[config.mk]
export PLATFORM = sky130hd
export DESIGN_NAME = pc_fetch_unit_flat
export DESIGN_NICKNAME = d
export VERILOG_FILES = /design/src/rtl/fetch_pkg.sv /design/src/rtl/pc_fetch_unit_if.sv /design/src/rtl/pc_redirect_buffer.sv /design/src/rtl/pc_fetch_unit.sv /design/src/flat_wrapper.sv
export SDC_FILE = /design/constraint.sdc
export NUM_CORES = 1
export LEC_CHECK = 0
export ABC_AREA = 1
export CAP_MARGIN = 20
export CORE_MARGIN = 4
export CORE_UTILIZATION = 30
export CTS_CLUSTER_SIZE = 14
export DETAILED_ROUTE_END_ITERATION = 10
export PLACE_DENSITY = 0.59
export SYNTH_ARGS = -nofsm -noshare
export SYNTH_HDL_FRONTEND = slang
export SYNTH_SLANG_ARGS = --single-unit
[constraint.sdc]
create_clock -name clk -period 1.78 [get_ports clk]
set_clock_uncertainty 0.05 [all_clocks]
set_input_delay 0.356 -clock clk [delete_from_list [all_inputs] [get_ports clk]]
set_output_delay 0.356 -clock clk [all_outputs]
set_load 0.01 [all_outputs]
[src/rtl/fetch_pkg.sv]
// Shared definitions for the fetch stage: PC source encodings and parameter defaults.
package fetch_pkg;

  localparam int unsigned XLEN_DEF         = 32;
  localparam logic [63:0] RESET_VECTOR_DEF = 64'h0;
  localparam int unsigned IALIGN_DEF       = 32;

  typedef enum logic [1:0] {
    PC_SEQ  = 2'b00,
    PC_BR   = 2'b01,
    PC_JALR = 2'b10,
    PC_RSVD = 2'b11
  } pc_src_e;

endpackage

[src/rtl/pc_fetch_unit_if.sv]
// Control/trap side to fetch unit bus: redirect requests in, fetch address and misalign report out.
interface pc_fetch_unit_if
  import fetch_pkg::*;
#(
  parameter int unsigned XLEN = XLEN_DEF
);

  logic            Stall;
  logic [1:0]      PCSrc;
  logic [XLEN-1:0] PCTarget;
  logic [XLEN-1:0] JalrTarget;
  logic            Trap;
  logic [XLEN-1:0] TrapVector;
  logic            InstrReady;
  logic            FetchValid;
  logic [XLEN-1:0] PC;
  logic [XLEN-1:0] PCPlus4;
  logic [XLEN-1:0] PCNext;
  logic            MisalignErr;
  logic [XLEN-1:0] MisalignAddr;

  modport master (
    output Stall, PCSrc, PCTarget, JalrTarget, Trap, TrapVector, InstrReady,
    input  FetchValid, PC, PCPlus4, PCNext, MisalignErr, MisalignAddr
  );

  modport slave (
    input  Stall, PCSrc, PCTarget, JalrTarget, Trap, TrapVector, InstrReady,
    output FetchValid, PC, PCPlus4, PCNext, MisalignErr, MisalignAddr
  );

endinterface

[src/rtl/pc_redirect_buffer.sv]
// Holds a redirect that arrived while the PC could not advance; a pending trap
// is protected from being replaced by a later non-trap redirect.
module pc_redirect_buffer
  import fetch_pkg::*;
#(
  parameter int unsigned XLEN = XLEN_DEF
) (
  input  logic            clk,
  input  logic            rst_n,
  input  logic            advance,
  input  logic            req_valid,
  input  logic            req_trap,
  input  logic [XLEN-1:0] req_pc,
  output logic            pend_valid,
  output logic [XLEN-1:0] pend_pc
);

  logic pend_trap;

  always_ff @(posedge clk) begin
    if (!rst_n) begin
      pend_valid <= 1'b0;
      pend_trap  <= 1'b0;
      pend_pc    <= '0;
    end else if (advance) begin
      pend_valid <= 1'b0;
      pend_trap  <= 1'b0;
    end else if (req_valid && (req_trap || !pend_trap)) begin
      pend_valid <= 1'b1;
      pend_trap  <= req_trap;
      pend_pc    <= req_pc;
    end
  end

endmodule

[src/rtl/pc_fetch_unit.sv]
// Fetch-stage PC register with prioritised next-PC select (trap, branch, JALR,
// pending redirect, PC+4), stall/backpressure hold and misaligned-target reporting.
module pc_fetch_unit
  import fetch_pkg::*;
#(
  parameter int unsigned     XLEN         = XLEN_DEF,
  parameter logic [XLEN-1:0] RESET_VECTOR = XLEN'(RESET_VECTOR_DEF),
  parameter int unsigned     IALIGN       = IALIGN_DEF
) (
  input logic            clk,
  input logic            rst_n,
  pc_fetch_unit_if.slave bus
);

  logic [XLEN-1:0] pc;
  logic [XLEN-1:0] pc_plus4;
  logic [XLEN-1:0] jalr_tgt;
  logic [XLEN-1:0] req_tgt;
  logic [XLEN-1:0] sel_tgt;
  logic [XLEN-1:0] mis_tgt;
  logic [XLEN-1:0] mis_addr;
  logic [XLEN-1:0] pend_pc;
  logic            fetch_valid;
  logic            advance;
  logic            br_mis;
  logic            jalr_mis;
  logic            req_valid;
  logic            req_trap;
  logic            mis_hit;
  logic            mis_err;
  logic            pend_valid;

  assign pc_plus4 = pc + XLEN'(4);
  assign jalr_tgt = bus.JalrTarget & ~XLEN'(1);
  assign advance  = fetch_valid & bus.InstrReady & ~bus.Stall;

  // JALR already has bit0 cleared, so only bit1 can violate 32-bit alignment.
  always_comb begin
    br_mis   = (IALIGN == 16) ? bus.PCTarget[0] : (bus.PCTarget[1] | bus.PCTarget[0]);
    jalr_mis = (IALIGN == 16) ? 1'b0 : jalr_tgt[1];
  end

  // Priority select; misaligned branch/JALR requests fall through to pending/PC+4.
  always_comb begin
    req_valid = 1'b0;
    req_trap  = 1'b0;
    req_tgt   = '0;
    mis_hit   = 1'b0;
    mis_tgt   = '0;
    sel_tgt   = pc_plus4;
    if (bus.Trap) begin
      req_valid = 1'b1;
      req_trap  = 1'b1;
      req_tgt   = bus.TrapVector;
    end else if (bus.PCSrc == PC_BR) begin
      if (br_mis) begin
        mis_hit = 1'b1;
        mis_tgt = bus.PCTarget;
      end else begin
        req_valid = 1'b1;
        req_tgt   = bus.PCTarget;
      end
    end else if (bus.PCSrc == PC_JALR) begin
      if (jalr_mis) begin
        mis_hit = 1'b1;
        mis_tgt = jalr_tgt;
      end else begin
        req_valid = 1'b1;
        req_tgt   = jalr_tgt;
      end
    end
    if (req_valid) begin
      sel_tgt = req_tgt;
    end else if (pend_valid) begin
      sel_tgt = pend_pc;
    end
  end

  always_ff @(posedge clk) begin
    if (!rst_n) begin
      pc          <= RESET_VECTOR;
      fetch_valid <= 1'b0;
      mis_err     <= 1'b0;
      mis_addr    <= '0;
    end else begin
      fetch_valid <= 1'b1;
      mis_err     <= mis_hit;
      if (advance) begin
        pc <= sel_tgt;
      end
      if (mis_hit) begin
        mis_addr <= mis_tgt;
      end
    end
  end

  pc_redirect_buffer #(
    .XLEN (XLEN)
  ) u_redirect_buffer (
    .clk        (clk),
    .rst_n      (rst_n),
    .advance    (advance),
    .req_valid  (req_valid),
    .req_trap   (req_trap),
    .req_pc     (req_tgt),
    .pend_valid (pend_valid),
    .pend_pc    (pend_pc)
  );

  assign bus.FetchValid   = fetch_valid;
  assign bus.PC           = pc;
  assign bus.PCPlus4      = pc_plus4;
  assign bus.PCNext       = sel_tgt;
  assign bus.MisalignErr  = mis_err;
  assign bus.MisalignAddr = mis_addr;

endmodule

[src/flat_wrapper.sv]
// flat-port wrapper written by rule: the top's interface ports become plain ports
module pc_fetch_unit_flat import fetch_pkg::*;
#(
  parameter int unsigned     XLEN         = XLEN_DEF,
  parameter logic [XLEN-1:0] RESET_VECTOR = XLEN'(RESET_VECTOR_DEF),
  parameter int unsigned     IALIGN       = IALIGN_DEF
)
  (clk, rst_n, bus_Stall, bus_PCSrc, bus_PCTarget, bus_JalrTarget, bus_Trap, bus_TrapVector, bus_InstrReady, bus_FetchValid, bus_PC, bus_PCPlus4, bus_PCNext, bus_MisalignErr, bus_MisalignAddr);
  pc_fetch_unit_if #(.XLEN(XLEN)) bus_i ();
  input logic clk;
  input logic rst_n;
  input wire logic [$bits(bus_i.Stall)-1:0] bus_Stall;
  input wire logic [$bits(bus_i.PCSrc)-1:0] bus_PCSrc;
  input wire logic [$bits(bus_i.PCTarget)-1:0] bus_PCTarget;
  input wire logic [$bits(bus_i.JalrTarget)-1:0] bus_JalrTarget;
  input wire logic [$bits(bus_i.Trap)-1:0] bus_Trap;
  input wire logic [$bits(bus_i.TrapVector)-1:0] bus_TrapVector;
  input wire logic [$bits(bus_i.InstrReady)-1:0] bus_InstrReady;
  output wire logic [$bits(bus_i.FetchValid)-1:0] bus_FetchValid;
  output wire logic [$bits(bus_i.PC)-1:0] bus_PC;
  output wire logic [$bits(bus_i.PCPlus4)-1:0] bus_PCPlus4;
  output wire logic [$bits(bus_i.PCNext)-1:0] bus_PCNext;
  output wire logic [$bits(bus_i.MisalignErr)-1:0] bus_MisalignErr;
  output wire logic [$bits(bus_i.MisalignAddr)-1:0] bus_MisalignAddr;
  assign bus_i.Stall = bus_Stall;
  assign bus_i.PCSrc = bus_PCSrc;
  assign bus_i.PCTarget = bus_PCTarget;
  assign bus_i.JalrTarget = bus_JalrTarget;
  assign bus_i.Trap = bus_Trap;
  assign bus_i.TrapVector = bus_TrapVector;
  assign bus_i.InstrReady = bus_InstrReady;
  assign bus_FetchValid = bus_i.FetchValid;
  assign bus_PC = bus_i.PC;
  assign bus_PCPlus4 = bus_i.PCPlus4;
  assign bus_PCNext = bus_i.PCNext;
  assign bus_MisalignErr = bus_i.MisalignErr;
  assign bus_MisalignAddr = bus_i.MisalignAddr;
  pc_fetch_unit #(.XLEN(XLEN), .RESET_VECTOR(RESET_VECTOR), .IALIGN(IALIGN)) u_core (.clk(clk), .rst_n(rst_n), .bus(bus_i));
endmodule
# After elaboration in Yosys (flattened, before gate mapping)
# Index checks and enable logic that the tools add are counted.
# W data, S select, Z words.
[word_totals]
word_cells = 45
regBits = 100
input_bits = 103
out_inout_bits = 130
[classes]
n_reduce_logical = 5
mux = 24
add_sub_neg = 1
n_eq_ne = 2
bitwise_logic = 6
[op_table]
columns = ["cell", "n"]
rows = [
  ["$mux W32", 12],
  ["$add A32 B3 Y32 const B", 1],
  ["$mux W1", 12],
  ["$not A1 Y1", 3],
  ["$and A1 B1 Y1", 2],
  ["$eq A2 B1 Y1 const B", 1],
  ["$eq A2 B2 Y1 const B", 1],
  ["$reduce_and A2 Y1", 1],
  ["$reduce_or A2 Y1", 1],
  ["$logic_and A1 B1 Y1", 1],
  ["$logic_not A1 Y1", 1],
  ["$logic_or A1 B1 Y1", 1],
  ["$or A1 B1 Y1", 1],
]

# Depth between registers and ports, before layout
# Gate-level depths: netlist of run 1.
[depth]
depth_word = 6
depth_mapped = 12
depth_no_buf = 12

# Cells and area by module
# Synthesis of run 1 repeated with hierarchy kept, for this count alone.
[unflattened]
hier_cells = 1267
area_unflattened_um2 = 7096.8
[modules_own_cells]
columns = ["module", "area_each_um2", "seq_area_each_um2", "n_inst", "cells_per_inst"]
rows = [
  ["pc_fetch_unit", 5355.1, 1321.3, 1, 980],
  ["pc_redirect_buffer", 1741.7, 680.7, 1, 287],
]

# Least setup slack after synthesis of run 1
# OpenSTA, ideal clock, no wires.
[synth_path]
path_kind = "register -> output"
start = "register u_core.pc[2], in the netlist u_core.bus.PC[2]"
end = "output bus_PCNext[16]"
n_path_buf = 0
required_ps = 1374
t_arrival_ps = 1653
setup_slack_ps = -279
path_stages_with_launch = 9
cell_sequence = "dfxtp_1 -> ha_1 -> nand2_1 -> nor2_4 -> nand2_1 -> nor2_2 -> xor2_1 -> nand2_1 -> a21boi_1"
[synth_via]
elab_chain_len = 3
[synth_lines]
columns = ["element", "line_no", "text"]
rows = [
  ["from (decl)", "pc_fetch_unit.sv:15", "logic [XLEN-1:0] pc;"],
  ["from (signal assigned)", "pc_fetch_unit.sv:89", "pc <= sel_tgt;"],
  ["$add A32 B3 Y32", "pc_fetch_unit.sv:33", "assign pc_plus4 = pc + XLEN'(4);"],
  ["net bus_PCPlus4[16]", "flat_wrapper.sv:21", "output wire logic [$bits(bus_i.PCPlus4)-1:0] bus_PCPlus4;"],
  ["$mux W32", "pc_fetch_unit.sv:74", "end else if (pend_valid) begin"],
  ["$mux W32", "pc_fetch_unit.sv:72", "if (req_valid) begin"],
  ["to (decl)", "flat_wrapper.sv:22", "output wire logic [$bits(bus_i.PCNext)-1:0] bus_PCNext;"],
]
# The timed path passes the listed nets, and every way through them passes these cells.

# Worst setup path in the final report of run 1
[layout_path]
start = "register u_core.pc[2], in the netlist u_core.bus.PC[2]"
end = "output bus_PCNext[12]"
[layout_via]
elab_chain_len = 3
[layout_lines]
columns = ["element", "line_no"]
rows = [
  ["$add A32 B3 Y32", "pc_fetch_unit.sv:33"],
  ["$mux W32", "pc_fetch_unit.sv:74"],
  ["$mux W32", "pc_fetch_unit.sv:72"],
]
# No other way between the ends.

==> key figures, run 1 <==
Finish
  – Inserted Diodes: 0
  – Final core occ: 58.5%
  – Nets: 1499
  – Area Overhead vs Synth: 90.5%
  – Share of layout cells above drive strength 1: 34.4%

Route
  – WL per Instance: 16.9 µm
  – Met3 routed WL: 2020 µm
  – Drt first pass iters: 5
  – WL final: 28100 µm
  – Final ANT Viol Nets: 0
  – DRT iter0 DRCs: 461
  – Highest Signal Layer: met5
  – M1 WL: 11400 µm
  – Remaining DRCs: 0
  – Met2 wire length: 14200 µm
  – DR vias: 7961
  – Routed vias/inst: 4.78

Setup path
  – Slowest-stage cell, CP: dfxtp_4
  – Crit Path Max Fanout: 5
  – CP top delay family: simple AND/OR/NAND/NOR gates
  – Critical path arrival: 2010 ps
  – Critical Path RT: 1370 ps
  – Worst setup EP type: output pin
  – Crit path buf inv count: 2
  – Crit path cell chain: ha_4 > nand2_4 > nor2_4 > nand2_4 > nor2_4 > buf_6 > xor2_2 > nand2_1 > nand2_1 > and2_4 > buf_6
  – Worst setup SP type: flip-flop
  – Slowest stage delay, CP: 380 ps
  – Kind of critical path: flip-flop to output pin

Die
  – Die area: 22500 µm²
  – Die width: 150 µm
  – Initial Util: 30.7%
  – Std-Cell Rows: 51
  – Die Span Y: 150 µm
  – Core ar.: 19700 µm²
  – Number of I/O pins: 233

Yosys
  – Syn Inst Count: 987
  – Yosys reg bits: 100
  – Synth Net Count: 1091
  – Post-synth top area share: 33.1%
  – FFs w/ async S/R, synth: 0%
  – Area contributors post-synth: dfxtp_1, nand2_1, a21oi_1, inv_1, o21ai_0
  – Top_reg_cell synth: dfxtp_1
  – EDFF count, synth: 0
  – Average cell area after synthesis: 6.12 µm²
  – Top-count cell post-synth: nand2_1
  – Synthesized area: 6040 µm²
  – Synth top cells by count: nand2_1, inv_1, dfxtp_1
  – Register area share after synthesis: 33.1%
  – Yosys warns: 0
  – Yosys cell types: 29
  – Synth area leader: dfxtp_1

Power and ir drop
  – P_leak: 5.45 nW
  – Maximum VDD drop: 475 µV
  – Power Dens Cells: 576 nW/µm²

CTS
  – Clock transition at the registers of the reported paths: 80 ps
  – Worst skew pair latency: 360 ps
  – TritonCTS buffer count: 9
  – CTS Hold Bufs: 0
  – H-tree Lvls: 3
  – Maximum root-to-sink buffer count: 2
  – Root Buffer: clkbuf_16
  – CTS tree: done
  – CTS Sinks: 100

STA
  – Hold Fails Final Rpt: 0
  – Final Max Tran Viols: 0
  – FMAX: 413 MHz
  – Unrepaired setup endpoints after global routing: yes
  – Hold slack: 267 ps
  – Crit path time final: 2420 ps
  – Final setup fails: 74
  – Worst Max-Slew Pin Slew: 514 ps
  – Relative slew margins: 65.7%
  – Worst Slack Setup Final: -641 ps
  – Final Cycle Share: 136%

Placed design
  – DP HPWL: 20100 µm
  – IO Port Bufs: 231
  – Routability cong.: 0.953

Run
  – Max-Cap Viols: 0

Global route
  – GRT Util Overall: 23.5%
  – GRT overflow: 0
  – Initial antenna violation count: 1
  – First-pass GRT wire length: 41000 µm
  – Largest net degree at the start of global routing: 64
  – Vias in the first global route: 7671

Outcome
  – Failing checks: setup timing
  – Status: finished, violations left

Min path
  – Hold Crit Class: input pin to flip-flop
-- flip-flops by register name, summed over array words and instances (netlist names) --
name	count
u_core.u_redirect_buffer.pend_trap	1
u_core.u_redirect_buffer.pend_pc	32
u_core.bus.FetchValid	1
u_core.bus.MisalignAddr	32
u_core.bus.MisalignErr	1
u_core.bus.PC	32
u_core.u_redirect_buffer.pend_valid	1
-- power by group --
part           switching (mW)  internal [mW]
Clock                   0.955          0.964
Sequential             0.0932           2.39
Combinational            1.07           1.15
-- routing by layer --
metal / vias to the layer above / GRT usage, %
met2: 261 / 41.6
met4: 2 / 6.77
met3: 41 / 5.75
li1: 3978 / -
met1: 3679 / 28.2
met5: - / 0
-- metrics by stage --
stage                     instances  setup WS [ps]  total power [mW]  area, µm²  TNS [ps]
after global routing           1665           -755              6.94      11500    -37780
after CTS                      1640           -649              6.47      10900    -29140
final                          1665           -641              6.62      11500    -29960
after global placement         1575          -1060              4.37       9740    -87230
after detailed placement       1575          -1060              4.38       9740    -87570
after floorplan                 987           -105              3.30       6120      -376
-- cells by family after synthesis --
family | Yosys count | share of synthesized area (%)
simple gates | 430 | 29.7
flops | 100 | 33.1
fa+ha+maj | 1 | 0.207
buf+inv | 176 | 11.7
compound gates | 267 | 23.1
xor+xnor | 13 | 2.26
-- final cells by class --
type,instances,area [µm²]
Sequential cell,100,2040
Timing Repair Buffer,455,4400
Clock buffer,12,236
Clock inverter,4,33.8
Fill cell,1887,8150
Tap cell,265,332
Multi-Input combinational cell,711,4010
Inverter,118,463
-- worst min-delay path, stage by stage --
cell    delay (ps)
buf_2          100
inv_1           80
nor2_1         100
-- cells in the final DEF, fill, tap and decap left out, types with 25 or more instances in the layout --
cell             synthesis  routed
nand2_2                  4      58
o21ai_0                 78      71
nor2_1                  66      54
o21ai_1                 66      62
nand2_1                295     233
nand3_1                 43      25
a21oi_1                 96      89
dlygate4sd2_1            0      25
inv_1                  116     112
buf_4                    5     164
buf_6                    0      65
clkdlybuf4s50_1          0     132
dfxtp_1                100      84
-- timing repair --
item,CTS,global route
setup endpoints to repair,166,119
cloned,6,5
buffers inserted,47,24
gates resized for setup,426,116
pin swaps,43,35
-- path summary, 6_finish.rpt --
check	startpoint	endpoint	slack, ps	cells past startpoint
hold / removal	rst_n	u_core.bus.MisalignErr	270	3
hold reg to reg	u_core.bus.MisalignAddr[31]	u_core.bus.MisalignAddr[31]	390	2
setup / recovery	u_core.bus.PC[2]	bus_PCNext[12]	-640	11
setup reg to reg	u_core.bus.PC[2]	u_core.bus.PC[8]	-430	16
(Power assumes the default switching activity.)
==> run 2, diff against run 1 <==
- CAP_MARGIN: 20 -> not set
- PLACE_DENSITY: 0.59 -> 0.56
- REMOVE_ABC_BUFFERS: not set -> 1
- clock period: 1.78 -> 2.7 ns (I/O delays scaled with it)
==> run 2 against run 1 <==
The flow still finishes with violations (setup timing); routed wire length down 8.8%; sequential share of layout area up 1.8 points; sequential cell count unchanged; register-to-register slack better by 580 ps; combinational power down 43%; global-route usage down 1.7 points; first-iteration DRC count down 27%; cell count down 4.3%; largest power group unchanged.
==> key figures, run 2 (same netlist as run 1, synthesis figures left out) <==
Outcome
  – Status: finished, violations left
  – Failing checks: setup timing

Power and ir drop
  – Int Pwr: 2.98 mW
  – PnR Total Power: 4.33 mW
  – Comb pwr share: 29.4%
  – Power Dens Cells: 420 nW/µm²
  – NetSw: 1.34 mW
  – P_leak: 4.75 nW
  – Maximum VDD drop: 341 µV
  – Net Sw Frac: 31.0%
  – Reg power frac: 37.9%
  – Clk network pwr share: 32.7%

Route
  – WL per Instance: 16.1 µm
  – Final ANT Viol Nets: 0
  – DRT iter0 DRCs: 338
  – WL final: 25700 µm
  – Routed vias/inst: 4.67
  – DR vias: 7444
  – Drt first pass iters: 5
  – Remaining DRCs: 0

Setup path
  – Critical path arrival: 2120 ps
  – Crit path launch: u_core.bus.PC[3]
  – Kind of critical path: flip-flop to output pin
  – Worst setup SP type: flip-flop
  – Crit Path Max Fanout: 5
  – CP endpoint: bus_PCNext[15]
  – R2R Path Start: u_core.bus.PC[3]
  – Cells on worst reg2reg path: 20
  – Worst setup EP type: output pin
  – Reg2reg end: u_core.bus.PC[20]
  – R2R Setup Slk: 150 ps
  – Critical Path RT: 2110 ps

Die
  – Die area: 22500 µm²
  – Die width: 150 µm
  – Number of I/O pins: 233
  – Die Span Y: 150 µm
  – Std-Cell Rows: 51
  – Initial Util: 30.7%
  – Core ar.: 19700 µm²

STA
  – Crit path time final: 2710 ps
  – Final Max Tran Viols: 0
  – Setup Total Neg Slack: -7.13 ps
  – Worst Max-Slew Pin Slew: 480 ps
  – Hold slack: 393 ps
  – Final Cycle Share: 100%
  – Final setup fails: 1
  – Relative slew margins: 67.9%
  – Unrepaired setup endpoints after global routing: yes
  – FMAX: 369 MHz
  – Worst Slack Setup Final: -7.13 ps
  – Hold Fails Final Rpt: 0

CTS
  – H-tree Lvls: 3
  – CTS Sinks: 100
  – Worst skew pair latency: 360 ps
  – Maximum root-to-sink buffer count: 2
  – CTS Hold Bufs: 0
  – Root Buffer: clkbuf_16
  – CTS tree: done
  – TritonCTS buffer count: 9
  – Clock transition at the registers of the reported paths: 80 ps

Finish
  – Multi-input gate area: 3640 µm²
  – Filler cells: 2030
  – Nets: 1427
  – Area Overhead vs Synth: 70.6%
  – Inserted Diodes: 0
  – Most common cell after layout, fill and taps aside: nand2_1
  – Most frequent cells in the layout: nand2_1, clkdlybuf4s50_1, buf_4
  – FF+latch area: 2010 µm²
  – Share of layout cells above drive strength 1: 22.3%

Global route
  – GRT Util Overall: 21.8%
  – GRT overflow: 0
  – Largest net degree at the start of global routing: 66
  – Vias in the first global route: 7078
  – First-pass GRT wire length: 38200 µm
  – Initial antenna violation count: 0

Placed design
  – Place WS: -574 ps
  – IO Port Bufs: 231
  – DP HPWL: 18600 µm
  – Routability cong.: 0.841

Min path
  – Hold Crit Class: flip-flop to flip-flop

Run
  – Max-Cap Viols: 0
## run 2: changes by cell type in the layout (fill, tap and decap cells not counted), moves of 6 or more
| cell | delta |
|---|---|
| buf_6 | -49 |
| nand2_1 | +49 |
| nand2_2 | -46 |
| clkdlybuf4s50_1 | +35 |
| buf_4 | -34 |
| nand3_1 | +15 |
| nand3_2 | -15 |
| dfxtp_1 | +8 |
| buf_2 | -6 |
| clkdlybuf4s15_2 | -6 |
| dfxtp_4 | -6 |
## run 2: power by group through the flow
stage / registers, mW / logic (mW) / clock network [mW]
global route: 1.65 / 1.38 / 1.50
finish: 1.64 / 1.27 / 1.41
CTS: 1.64 / 1.23 / 1.45
detailed placement: 1.67 / 1.19 / 0
global placement: 1.67 / 1.19 / 0
floorplan: 1.69 / 0.432 / 0
## run 2: final cells by class
cell class | instances | area share [%]
multi-input cells | 711 | 35.3
repair buffers | 383 | 34.6
flip-flops and latches | 100 | 19.5
inverters | 118 | 4.35
well taps | 265 | 3.22
clock buffers | 10 | 2.32
clock inverters | 6 | 0.680
## run 2: layer usage
| metal | vias to the layer above | GRT usage (%) | wire length [µm] | part of all wire [%] |
|---|---|---|---|---|
| met3 | 23 | 5.48 | 1790 | 7.0 |
| li1 | 3836 | - | - | - |
| met4 | 0 | 5.22 | 350 | 1.4 |
| met2 | 217 | 37.3 | 12100 | 47 |
| met1 | 3368 | 27.7 | 11400 | 45 |
| met5 | - | 0 | 0 | 0 |
## run 2: through the flow
| step | cells | area, µm² | utilization (%) |
|---|---|---|---|
| 2_1_floorplan | 929 | 5780 | - |
| 3_3_place_gp | 1519 | 9270 | 47.2 |
| 4_1_cts | 1573 | 9960 | 50.7 |
| 6_report | 1593 | 10300 | 52.4 |
| 5_1_grt | 1593 | 10300 | 52.4 |
| 3_5_place_dp | 1519 | 9270 | 47.2 |
## run 2: how the worst min path moves through the flow
| stage | from | end | slack, ps | cells past startpoint |
|---|---|---|---|---|
| after floorplan | u_core.u_redirect_buffer.pend_pc[5] | u_core.u_redirect_buffer.pend_pc[5] | 380 | 2 |
| after global placement | u_core.bus.MisalignAddr[20] | u_core.bus.MisalignAddr[20] | 380 | 2 |
| after detailed placement | u_core.bus.MisalignAddr[18] | u_core.bus.MisalignAddr[18] | 390 | 2 |
| after CTS | u_core.bus.MisalignAddr[18] | u_core.bus.MisalignAddr[18] | 400 | 2 |
| after global routing | u_core.bus.MisalignAddr[13] | u_core.bus.MisalignAddr[13] | 420 | 2 |
| final | u_core.bus.MisalignAddr[11] | u_core.bus.MisalignAddr[11] | 390 | 2 |
## run 2: repair_timing
item,4_1_cts,5_1_grt
gates cloned,1,1
resized for setup,190,68
setup buffers,37,19
pin swaps,26,24
setup endpoints to repair,56,40
## run 2: worst max-delay path, stage by stage (launching register included)
cell and delay, ps:
dfxtp_2 360, buf_6 110, nand2_4 50, nor2_4 210, buf_6 140, nand2_4 50
nor2_4 170, buf_6 130, xor2_2 140, nand2_1 100, a21boi_2 140, buf_2 140
==> run 3, diff against run 2 <==
- ABC_CLOCK_PERIOD_IN_PS: not set -> 2700
==> results of run 3 <==
The final DEF is identical to that of run 2; final timing and power are the same.
